===== src/rtl/bootram_bus_bridge.sv =====
// PicoRV32 native-bus target for the 8 KB boot RAM built from four 2Kx8 byte lanes.
// Optional write protect: define BOOTRAM_WP_EN to add wp_lock/wp_err.
module bootram_bus_bridge #(
    parameter int AW         = 11,
    parameter bit HOLD_RDATA = 1'b1
) (
    input  logic          clk,
    input  logic          reset,
    input  logic          mem_s_valid,
    input  logic          mem_s_sel,
    input  logic [31:0]   mem_s_addr,
    input  logic [31:0]   mem_s_wdata,
    input  logic [3:0]    mem_s_wstrb,
    output logic          mem_s_ready,
    output logic [31:0]   mem_s_rdata,
    output logic [AW-1:0] ram_ad,
    output logic          ram_ce,
    output logic          ram_oce,
    output logic [3:0]    ram_wre,
    output logic [31:0]   ram_din,
`ifdef BOOTRAM_WP_EN
    input  logic          wp_lock,
    output logic          wp_err,
`endif
    input  logic [31:0]   ram_dout
);

    typedef enum logic [1:0] {
        IDLE   = 2'd0,
        ACCESS = 2'd1,
        RESP   = 2'd2
    } state_e;

    state_e        state_q;
    logic [AW-1:0] addr_q;
    logic [31:0]   wdata_q;
    logic [31:0]   rdata_q;
    logic [3:0]    wre_q;
    logic          is_rd_q;
    logic          ce_q;
    logic          ready_q;
    logic          wp_blk_q;
    logic          wp_err_q;
    logic          wp_blk_d;
    logic          unused_addr;

    assign unused_addr = ^{mem_s_addr[31:AW+2], mem_s_addr[1:0]};

`ifdef BOOTRAM_WP_EN
    assign wp_blk_d = wp_lock && (mem_s_wstrb != 4'h0);
    assign wp_err   = wp_err_q;
`else
    assign wp_blk_d = 1'b0;
`endif

    always_ff @(posedge clk or posedge reset) begin
        if (reset) begin
            state_q  <= IDLE;
            addr_q   <= '0;
            wdata_q  <= '0;
            rdata_q  <= '0;
            wre_q    <= '0;
            is_rd_q  <= 1'b0;
            ce_q     <= 1'b0;
            ready_q  <= 1'b0;
            wp_blk_q <= 1'b0;
            wp_err_q <= 1'b0;
        end else begin
            ce_q     <= 1'b0;
            wre_q    <= '0;
            ready_q  <= 1'b0;
            wp_err_q <= 1'b0;
            unique case (state_q)
                IDLE: begin
                    if (mem_s_valid && mem_s_sel) begin
                        addr_q   <= mem_s_addr[AW+1:2];
                        wdata_q  <= mem_s_wdata;
                        is_rd_q  <= (mem_s_wstrb == 4'h0);
                        wp_blk_q <= wp_blk_d;
                        ce_q     <= 1'b1;
                        wre_q    <= wp_blk_d ? 4'h0 : mem_s_wstrb;
                        state_q  <= ACCESS;
                    end
                end
                ACCESS: begin
                    ready_q  <= 1'b1;
                    wp_err_q <= wp_blk_q;
                    state_q  <= RESP;
                end
                RESP: begin
                    if (is_rd_q) begin
                        rdata_q <= ram_dout;
                    end
                    state_q <= IDLE;
                end
                default: state_q <= IDLE;
            endcase
        end
    end

    assign mem_s_ready = ready_q;
    assign ram_ce      = ce_q;
    assign ram_oce     = 1'b1;
    assign ram_wre     = wre_q;
    assign ram_ad      = addr_q;
    assign ram_din     = wdata_q;

    // Lanes run in bypass mode, so the read word is on ram_dout during RESP.
    always_comb begin
        mem_s_rdata = '0;
        if (ready_q && is_rd_q) begin
            mem_s_rdata = ram_dout;
        end else if (HOLD_RDATA) begin
            mem_s_rdata = rdata_q;
        end
    end

endmodule


===== config.mk =====
export PLATFORM = sky130hd
export DESIGN_NAME = bootram_bus_bridge
export DESIGN_NICKNAME = d
export VERILOG_FILES = /design/src/rtl/bootram_bus_bridge.sv
export SDC_FILE = /design/constraint.sdc
export NUM_CORES = 1
export LEC_CHECK = 0
export CAP_MARGIN = 40
export CORE_ASPECT_RATIO = 0.9
export CORE_MARGIN = 2
export CORE_UTILIZATION = 40
export CTS_BUF_LIST = sky130_fd_sc_hd__clkbuf_8
export CTS_CLUSTER_DIAMETER = 80
export CTS_CLUSTER_SIZE = 24
export DETAILED_ROUTE_END_ITERATION = 7
export PLACE_DENSITY_LB_ADDON = 0.25
export SYNTH_ARGS = -nofsm -noshare
export SYNTH_HDL_FRONTEND = slang
export SYNTH_SLANG_ARGS = --single-unit

===== constraint.sdc =====
create_clock -name clk -period 5.2 [get_ports clk]
set_input_delay 1.04 -clock clk [delete_from_list [all_inputs] [get_ports clk]]
set_output_delay 1.04 -clock clk [all_outputs]
set_load 0.01 [all_outputs]

---- Yosys cells after proc, flatten, opt, wreduce, memory -nomap -nowiden ----
Index checks and enable logic that the tools add are counted.
storage, ports and cells
  bits of input ports ..................... 104
  flip-flop bits (word level) ............. 84
  word-level logic and storage cells ...... 25
operators by class
  multiplexer cells ....................... 8
  equality and inequality tests ........... 3
  reduce and logical (&&, ||, !) cells .... 6
operators by type and width
  operator                                       number
  2-to-1 mux 32 bit                              1
  2-to-1 mux 4 bit                               2
  logical NOT 4 bit                              1
  one-hot mux 2 bit (2 select lines)             1
  AND reduction 2 bit                            2
  2-to-1 mux 1 bit                               3
  == test 2 x 1 -> 1 bit, second input constant  1
  == test 2 bit, second input constant           1
  logical AND 1 bit                              2
  logical NOT 2 bit                              1
  2-to-1 mux 2 bit                               1
  != test 2 bit, second input constant           1

---- Logic depth before layout (Yosys ltp) ----
Gate-level depths: netlist (run 1).
  word-level depth ........................ 3
  gate-level depth with buffers ........... 4
  gate-level depth less buffers ........... 2

---- Worst setup path before layout (run 1) ----
Ideal clock, no wire load.
  path kind ............................... input port to output port
  start point ............................. input ram_dout[0]
  end point ............................... output mem_s_rdata[0]
  setup slack ............................. 2848 ps
  required time ........................... 4160 ps
  data arrival time ....................... 1312 ps
  stages on the path ...................... 1
  cells stage by stage .................... mux2_2
on the way
  longest elaborated chain between the ends .. 1
ends and longest elaborated chain
  what               line  RTL
  start, declared    25    input logic [31:0] ram_dout
  2-to-1 mux 32 bit  111   if (ready_q && is_rd_q) begin
  end, declared      15    output logic [31:0] mem_s_rdata,
Every way passes these cells.

---- Worst setup path in the final report (run 1) ----
  start point ............................. input ram_dout[2]
  end point ............................... output mem_s_rdata[2]
Same word-level chain as after synthesis.

==> metrics.cfg, run 1 <==
[clock_network]
postCtsSetupBuffers = 0
clkTransAtPathRegs_ns = 0.08
cts_sinks = 84
cts_resized = 0
insertion_delay_ns = 0.34
cts_tree = built
root_buffer = clkbuf_8
clockBufferDepth = 2
cts_buffers = 9
holdBufCountCts = 0
h-tree-depth = 3

[worst_setup_path]
setup.worst_path.start_class = input pin
path_cells = clkdlybuf4s50_1 > mux2_2 > clkdlybuf4s50_1
crit_required_ns = 4.16
critPathMaxStageDelay_ns = 0.49
cp_common_cell = clkdlybuf4s50_1
crit_type = input pin to output pin
critPathTopFamily = buffers and inverters
end_kind = output pin
cp.depth = 3
crit_fanout = 2
rr_worst_depth = 2
crit_buf_inv = 2
worst-r2r-setup-slack_ns = 3.40
cp_data_arrival_time_ns = 2.22
slowest_stage = clkdlybuf4s50_1

[logic_synthesis]
yosys_warnings = 0
synth_top_cell_area_share_pct = 59.87
yosysTopAreaCell = dfrtp_1
syn_nets = 321
ys_ff_latch = 84
synthTopCellsByArea = dfrtp_1 (60%), mux2_2 (33%), mux2_4 (2.1%), buf_2 (0.86%), buf_4 (0.86%)
ys_types = 15
syn_inst = 217
ys_seq_area_share_pct = 59.87
syn_area_per_cell_um2 = 16.18
synth.cell_area_um2 = 3511

[timing]
max_slew.worst_pin.slew_ns = 0.7496
report.final.slew_viol_count = 0
clock.fmax_mhz = 307.0
maxSlewHeadroom_pct = 50.03
finClkSkew_ns = 0.009761
period_share_pct = 62.63
setup_viol = 0
hold_violations = 0
rsz0062_at_grt = no
fin_crit_ns = 3.257
tns_ns = 0

[place]
placed_area_um2 = 5253
dp_hpwl_um = 5544
port_buffers = 163
gp_congestion = 0.7159

[power]
p_total_uw = 2024
p_per_area_nw_per_um2 = 370.3
peakVddDrop_uv = 195.3
p_leak_uw = 0.002255

[grt]
grt.overflow.total = 0
track_usage_pct = 16.17
grt_max_degree = 50
antenna_found_initial = 0
grt_pass1_vias = 2491
grt_pass1_wl_um = 11900

[layout]
layout-drive-gt1-share_pct = 33.59
fin_util_pct = 63.80
design_area_um2 = 5466
syn_to_final_growth_pct = 55.70
num_antenna_cells = 0
num-nets-final = 487

[die]
dieArea_um2 = 9544
num_rows = 32
core_area_um2 = 8568
start_util_pct = 40.98
die_w_um = 102.8
pin_count = 186
die_y_um = 92.88

[worst_hold_path]
hold_path_class = flip-flop to flip-flop
holdPathStages = 1

[drt]
via_per_inst = 4.654
drt_wl_total_um = 7635
dr.pass1.iters = 4
num_vias = 2355
wire_per_inst_um = 15.09
drtIter0Drc = 35
post-route-drc-count = 0
ant_nets = 0

[run_status]
status = finished clean

[run]
max_cap_violations = 0

## Yosys cell counts
library cell / instances
and2_1: 4
and4bb_2: 1
and4bb_4: 1
buf_2: 6
buf_4: 4
buf_6: 2
conb_1: 1
dfrtp_1: 84
inv_1: 1
mux2_2: 103
mux2_4: 5
nand2_1: 1
nand3b_1: 1
nor2b_1: 2
nor4_1: 1
## power breakdown
group,leakage (µW),internal (µW),switching (µW)
logic,0.00115,449,219
registers,0.00100,793,64.6
clock network,0.000105,269,229
total,0.00225,1510,513
## cells in the final DEF, fill, tap and decap left out
master | synthesis | final
mux2_4 | 5 | 5
bufinv_16 | 0 | 2
buf_12 | 0 | 1
and4bb_2 | 1 | 1
clkinv_4 | 0 | 2
nor2b_1 | 2 | 2
clkinvlp_4 | 0 | 1
dfrtp_1 | 84 | 84
nor4_1 | 1 | 1
and4bb_4 | 1 | 1
mux2_2 | 103 | 103
buf_4 | 4 | 3
nand3b_1 | 1 | 1
clkinv_2 | 0 | 2
conb_1 | 1 | 1
nand2_1 | 1 | 1
clkdlybuf4s50_1 | 0 | 163
clkbuf_8 | 0 | 9
and2_1 | 4 | 4
## per-layer routing
layer  up-vias  GRT usage [%]  part of all wire [%]
li1       1100              -                     -
met1      1167          19.45                    41
met2        82          27.02                    50
met3         6          5.660                   7.2
met4         0          5.263                   1.2
met5         -              0                     0
## stage by stage
step,setup WS (ns),hold slack [ns],std cells
floorplan,1.995,0.4518,217
global placement,1.941,0.4753,490
detailed placement,1.935,0.4874,491
CTS,1.927,0.4977,506
global route,1.901,0.5204,506
finish,1.943,0.4967,506
## flip-flops by register name, indices dropped and copies added (netlist names)
signal       count
ram_din         32
ram_ad          11
rdata_q         32
state_q          2
mem_s_ready      1
is_rd_q          1
ram_ce           1
ram_wre          4
## kinds of logic after synthesis
| group | count (synthesis) | synth area share (%) |
|---|---|---|
| buffers and inverters | 13 | 2.459 |
| muxes | 108 | 35.17 |
| DFF | 84 | 59.87 |
| other | 1 | 0.1068 |
| and+or+nand+nor | 11 | 2.388 |
## final cells by class
cell class	instances	area, µm²
multi-input combinational	120	1323
sequential	84	2102
fill	676	3102
clock buffer	9	123.9
tap	119	148.9
clock inverter	6	90.09
inverter	1	5.005
timing repair buffer	167	1674
## worst paths after layout
kind | endpoint | from
min | mem_s_ready | state_q[1]
min in group asynchronous | ram_din[1] | reset
max reg2reg | ram_ad[0] | state_q[0]
max | mem_s_rdata[2] | ram_dout[2]
max in group asynchronous | rdata_q[2] | reset
min reg2reg | mem_s_ready | state_q[1]
## worst reg2reg max path, cell delays in order, from the launching register on
cell and delay [ns]:
dfrtp_1 0.41, and4bb_4 0.83, mux2_2 0.46
No activity file was read; power rests on OpenSTA's default activity.
==> run 2, diff against run 1 <==
==> constraint.sdc (replaced) <==
create_clock -name clk -period 3.1 [get_ports clk]
set_input_delay 0.62 -clock clk [delete_from_list [all_inputs] [get_ports clk]]
set_output_delay 0.62 -clock clk [all_outputs]
set_load 0.01 [all_outputs]
==> run 2 against run 1 <==
  * Register-to-register slack worse by 2.1 ns
  * Power up 71%
  * Die area is the same
  * First-iteration DRC count up 31%
==> metrics.cfg, run 2 (synthesis results as in run 1) <==
[run_status]
status = finished clean

[layout]
final_cell_mix = clkdlybuf4s50_1 (163), mux2_2 (103), dfrtp_1 (84)
fillers = 709  ; +4.9%
syn_to_final_growth_pct = 56.24
layout-drive-gt1-share_pct = 32.99  ; -0.60 points
num_antenna_cells = 0  ; unchanged
final_common_cell = clkdlybuf4s50_1
num-nets-final = 487  ; unchanged
design_area_um2 = 5485  ; +0.34%
fin_util_pct = 64.02  ; +0.22 points

[power]
swShare_pct = 24.54  ; -0.82 points
p_per_area_nw_per_um2 = 630.7  ; +70%
p_comb_share_pct = 32.4  ; -0.6 points
internal-power_uw = 2611  ; +73%
pwr-share-seq_pct = 41.8  ; -0.6 points
clock_power_share_pct = 25.8  ; +1.2 points
p_leak_uw = 0.002273  ; +0.80%
peakVddDrop_uv = 310.6  ; +59%
switchingPower_uw = 849.0  ; +65%

[die]
die_y_um = 92.88  ; unchanged
core_area_um2 = 8568  ; unchanged
num_rows = 32  ; unchanged
pin_count = 186  ; unchanged
die_w_um = 102.8  ; unchanged
dieArea_um2 = 9544  ; unchanged
start_util_pct = 40.98  ; unchanged

[clock_network]
clkTransAtPathRegs_ns = 0.07  ; about the same
insertion_delay_ns = 0.34  ; about the same
cts_tree = built
h-tree-depth = 3  ; unchanged
postCtsSetupBuffers = 0  ; unchanged
cts_sinks = 84  ; unchanged
root_buffer = clkbuf_8
cts_buffers = 9  ; unchanged
cts_resized = 0  ; unchanged
clockBufferDepth = 2  ; unchanged
holdBufCountCts = 0  ; unchanged

[timing]
rsz0062_at_grt = no
tns_ns = 0  ; unchanged
period_share_pct = 87.64
worst_slack_ns = 0.3830  ; -1.560 ns
holdWs_ns = 0.5022  ; +0.005450 ns
max_slew.worst_pin.slew_ns = 0.7478  ; -0.001817 ns
report.final.slew_viol_count = 0  ; unchanged
maxSlewHeadroom_pct = 50.15  ; +0.12 points
fin_crit_ns = 2.717
hold_violations = 0  ; unchanged
finClkSkew_ns = 0.009732  ; -0.00002903 ns
setup_viol = 0  ; unchanged
clock.fmax_mhz = 368.1

[drt]
drtIter0Drc = 46  ; +31%
post-route-drc-count = 0  ; unchanged
wire_per_inst_um = 15.38  ; +2.0%
drt_wl_total_um = 7800  ; +2.2%
ant_nets = 0  ; unchanged
num_vias = 2370  ; +0.64%
via_per_inst = 4.675  ; +0.44%
dr.pass1.iters = 2  ; -2

[worst_setup_path]
setup.worst_path.start_class = flip-flop
end_kind = output pin
crit_type = flip-flop to output pin
crit_fanout = 32  ; +30
cp_data_arrival_time_ns = 2.10  ; -0.12 ns
crit_required_ns = 2.48  ; -1.68 ns

[grt]
grt_pass1_vias = 2493  ; +0.080%
grt_pass1_wl_um = 12080  ; +1.5%
grt_max_degree = 50  ; unchanged
antenna_found_initial = 0  ; unchanged
track_usage_pct = 16.51  ; +0.33 points
grt.overflow.total = 0  ; unchanged

[place]
port_buffers = 163  ; unchanged
gp_congestion = 0.7118  ; -0.57%
placed_area_um2 = 5253  ; unchanged
dp_hpwl_um = 5631  ; +1.6%
dp_slack_ns = 0.6514  ; -1.283 ns

[run]
max_cap_violations = 0  ; unchanged

[worst_hold_path]
hold_path_class = flip-flop to flip-flop

## run 2: per-layer routing
metal  vias up  track usage [%]  share of wire, %
li1       1095                -                 -
met1      1176            18.87                38
met2        86            28.00                52
met3        13            6.415               8.4
met4         0            5.811               1.8
met5         -                0                 0
## run 2: worst paths after layout
| path | depth (start not counted) | slack (ns) | startpoint | endpoint |
|---|---|---|---|---|
| setup / recovery | 4 | 0.38 | is_rd_q | mem_s_rdata[27] |
| max in group asynchronous | 3 | 1.80 | reset | ram_din[5] |
| setup reg to reg | 2 | 1.28 | state_q[0] | ram_ad[3] |
| hold / removal | 1 | 0.50 | state_q[1] | mem_s_ready |
| min in group asynchronous | 2 | 0.60 | reset | ram_din[4] |
| hold reg to reg | 1 | 0.50 | state_q[1] | mem_s_ready |
## run 2: power groups by stage
stage	sequential [µW]	clock [µW]	combinational, µW
2_1_floorplan	1500	0	436
6_report	1440	894	1120
3_5_place_dp	1460	0	1130
5_1_grt	1470	969	1200
4_1_cts	1440	925	1140
3_3_place_gp	1450	0	1110
## run 2: cell type report
type / instances / area [µm²] / area share [%]
Tap cell: 119 / 148.9 / 2.714
Sequential cell: 84 / 2102 / 38.32
Multi-Input combinational cell: 120 / 1323 / 24.11
Timing Repair Buffer: 167 / 1674 / 30.52
Inverter: 1 / 5.005 / 0.09124
Clock inverter: 7 / 108.9 / 1.984
Clock buffer: 9 / 123.9 / 2.258
## run 2: per-stage QoR
stage,std cells,power (µW)
CTS,507,3510
detailed placement,491,2598
global route,507,3642
floorplan,217,1940
finish,507,3460
global placement,491,2560
## run 2: worst max-delay path: stages (launching register included)
cell and delay (ns):
dfrtp_1 0.41, nand2_1 0.07, buf_4 0.38, mux2_2 0.38
clkdlybuf4s50_1 0.50
==> run 3, diff against run 2 <==
--- a/config.mk
+++ b/config.mk
@@ -5,6 +5,8 @@
 export SDC_FILE = /design/constraint.sdc
 export NUM_CORES = 1
 export LEC_CHECK = 0
+export ABC_AREA = 1
+export ABC_CLOCK_PERIOD_IN_PS = 3100
 export CAP_MARGIN = 40
 export CORE_ASPECT_RATIO = 0.9
 export CORE_MARGIN = 2
==> run 3 against run 2 <==
  * Power is 0.36% higher
  * Die area rose by 0.54%
  * Non-clock buffer count unchanged
  * Critical path type is now input pin to output pin
  * Highest routed layer unchanged
==> metrics.cfg, run 3 <==
[run_status]
status = finished clean

[worst_setup_path]
crit_fanout = 2  ; -94%
worst-r2r-setup-slack_ns = 1.60  ; +0.32 ns
slowest_stage = clkdlybuf4s50_1
crit_buf_inv = 3  ; +1
cp_common_cell = clkdlybuf4s50_1
crit_required_ns = 2.48  ; about the same
reg2reg_from = state_q[1]
end_kind = output pin
setup.worst_path.start_class = input pin
path_cells = clkdlybuf4s50_1 > inv_1 > o21ai_0 > clkdlybuf4s50_1
critPathTopFamily = buffers and inverters
critPathMaxStageDelay_ns = 0.57  ; +0.07 ns
r2r-end = ram_ad[9]
rr_worst_depth = 5  ; +3
crit_type = input pin to output pin
cp_data_arrival_time_ns = 1.88  ; -0.22 ns

[power]
peakVddDrop_uv = 272.1  ; -12%
p_per_area_nw_per_um2 = 638.8  ; +1.3%
p_leak_uw = 0.002794  ; +23%

[clock_network]
cts_resized = 0  ; unchanged
postCtsSetupBuffers = 0  ; unchanged
holdBufCountCts = 0  ; unchanged
cts_sinks = 84  ; unchanged
h-tree-depth = 3  ; unchanged
clkTransAtPathRegs_ns = 0.08  ; about the same
cts_tree = built
clockBufferDepth = 2  ; unchanged
cts_buffers = 9  ; unchanged
root_buffer = clkbuf_8
insertion_delay_ns = 0.34  ; about the same

[grt]
grt_pass1_vias = 2906  ; +17%
grt.overflow.total = 0  ; unchanged
grt_max_degree = 65  ; +30%
grt_pass1_wl_um = 13670  ; +13%
track_usage_pct = 18.11  ; +1.6 points
antenna_found_initial = 0  ; unchanged

[timing]
rsz0062_at_grt = no
tns_ns = 0  ; unchanged
clock.fmax_mhz = 400.1  ; +8.7%
report.final.slew_viol_count = 0  ; unchanged
finClkSkew_ns = 0.009165  ; -0.0005668 ns
period_share_pct = 80.63  ; -7.0 points
maxSlewHeadroom_pct = 50.44  ; +0.29 points
hold_violations = 0  ; unchanged
max_slew.worst_pin.slew_ns = 0.7426  ; -0.005194 ns
setup_viol = 0  ; unchanged
fin_crit_ns = 2.500  ; -0.2174 ns

[logic_synthesis]
yosys-top-cells-count = nand2_1 (201), dfrtp_1 (84), o21ai_0 (59)
ys_ff_latch = 84  ; unchanged
async_reset_ff_share_pct = 100.0  ; unchanged
syn_inst = 424  ; +95%
syn_nets = 528  ; +64%
synth_top_family_by_area = simple AND/OR/NAND/NOR gates
muxShareOfSynthArea_pct = 0  ; -35 points
yosysMostFrequentCell = nand2_1
synthXorXnorAreaFrac_pct = 0  ; unchanged
ys_types = 15  ; unchanged
synth_compound_area_share_pct = 9.072  ; +9.1 points
synth_edf_count = 0  ; unchanged
yosysTopAreaCell = dfrtp_1
synth_simple_gate_area_share_pct = 23.32  ; +21 points
synthAdderAreaFrac_pct = 0  ; unchanged
synth.cell_area_um2 = 3531  ; +0.57%
synth_top_cell_area_share_pct = 59.53  ; -0.34 points
syn_area_per_cell_um2 = 8.328  ; -49%
ys.flop_type = dfrtp_1
yosys_warnings = 0  ; unchanged
synthTopCellsByArea = dfrtp_1 (60%), nand2_1 (21%), o21ai_0 (8.4%), inv_1 (4.1%), buf_4 (1.1%)
ys_seq_area_share_pct = 59.53  ; -0.34 points

[place]
dp_hpwl_um = 5968  ; +6.0%
placed_area_um2 = 5236  ; -0.31%
port_buffers = 163  ; unchanged
gp_congestion = 0.7563  ; +6.3%

[worst_hold_path]
min_from = ram_din[18]
hold-path-endpoint = ram_din[18]
hold_path_class = flip-flop to flip-flop
holdPathStages = 2  ; +1

[die]
num_rows = 32  ; unchanged
dieArea_um2 = 9596  ; +0.54%
start_util_pct = 41.21  ; +0.23 points
die_y_um = 93.13  ; +0.27%
pin_count = 186  ; unchanged
core_area_um2 = 8568  ; unchanged
die_w_um = 103.0  ; +0.27%

[drt]
post-route-drc-count = 0  ; unchanged
via_per_inst = 4.425  ; -5.3%
drt_wl_total_um = 8551  ; +9.6%
drtIter0Drc = 142  ; +210%
wire_per_inst_um = 12.15  ; -21%
ant_nets = 0  ; unchanged
dr.pass1.iters = 4  ; +2
num_vias = 3115  ; +31%

[layout]
fillers = 749  ; +5.6%
layout-drive-gt1-share_pct = 4.274  ; -29 points
design_area_um2 = 5435  ; -0.91%
fin_util_pct = 63.43  ; -0.58 points
final_common_cell = nand2_1
num-nets-final = 684  ; +40%
num_antenna_cells = 0  ; unchanged
syn_to_final_growth_pct = 53.93
final_cell_mix = nand2_1 (201), clkdlybuf4s50_1 (163), dfrtp_1 (84)

[run]
max_cap_violations = 0  ; unchanged

[run 3: cell types whose count changed after synthesis, moves of 8 or more]
cell,previous run,this run
clkbuf_1,0,8
nand2_1,1,201
o21ai_0,0,59
mux2_2,103,0
nor2_1,0,9
inv_1,1,39
[run 3: logic make-up after synthesis]
kind of cell | after synthesis
other cells | 1
flops | 84
compound gates | 64
buf+inv | 62
simple gates | 213
[run 3: final cells by class]
cell class | count | area (µm²) | share of cell area, %
Clock buffer | 9 | 123.9 | 2.279
Clock inverter | 7 | 75.07 | 1.381
Inverter | 40 | 151.4 | 2.785
Multi-Input combinational cell | 278 | 1147 | 21.11
Sequential cell | 84 | 2102 | 38.67
Tap cell | 119 | 148.9 | 2.739
Timing Repair Buffer | 167 | 1687 | 31.03
[run 3: worst max path at each step]
stage          depth (start not counted)  slack, ns               to         start
2_1_floorplan                          1       0.31          is_rd_q         reset
3_3_place_gp                           4       0.60  mem_s_rdata[17]  ram_dout[17]
3_5_place_dp                           4       0.61  mem_s_rdata[17]  ram_dout[17]
4_1_cts                                5       0.58  mem_s_rdata[15]       is_rd_q
5_1_grt                                5       0.47  mem_s_rdata[20]       is_rd_q
6_report                               4       0.60  mem_s_rdata[16]  ram_dout[16]
[run 3: worst register-to-register path, stage by stage (launching register included)]
cell	delay, ns
dfrtp_1	0.45
nor2_1	0.07
nand2_1	0.26
buf_4	0.43
nand2_1	0.13
nand2_1	0.10
[run 3: per-layer routing]
layer  part of all wire, %  track usage, %  wire length (µm)  vias to the layer above
li1                      -               -                 -                     1598
met1                    44           24.11              3736                     1398
met2                    45           27.16              3827                      110
met3                    10           7.773               895                        9
met4                   1.1           4.934                91                        0
met5                     0               0                 0                        -
[run 3: report_power, final]
group | internal, µW | total [µW] | switching (µW)
Combinational | 693 | 1200 | 504
Sequential | 1350 | 1490 | 136
Clock | 377 | 785 | 408
[run 3: per-stage QoR]
stage / power (µW) / hold WS, ns / cells / setup WS [ns]
after floorplan: 1998 / 0.4534 / 424 / 0.3149
after global placement: 2681 / 0.4612 / 688 / 0.5996
after detailed placement: 2716 / 0.4639 / 688 / 0.6054
after CTS: 3515 / 0.4878 / 704 / 0.5803
after global routing: 3706 / 0.5113 / 704 / 0.4702
final: 3472 / 0.4798 / 704 / 0.6004
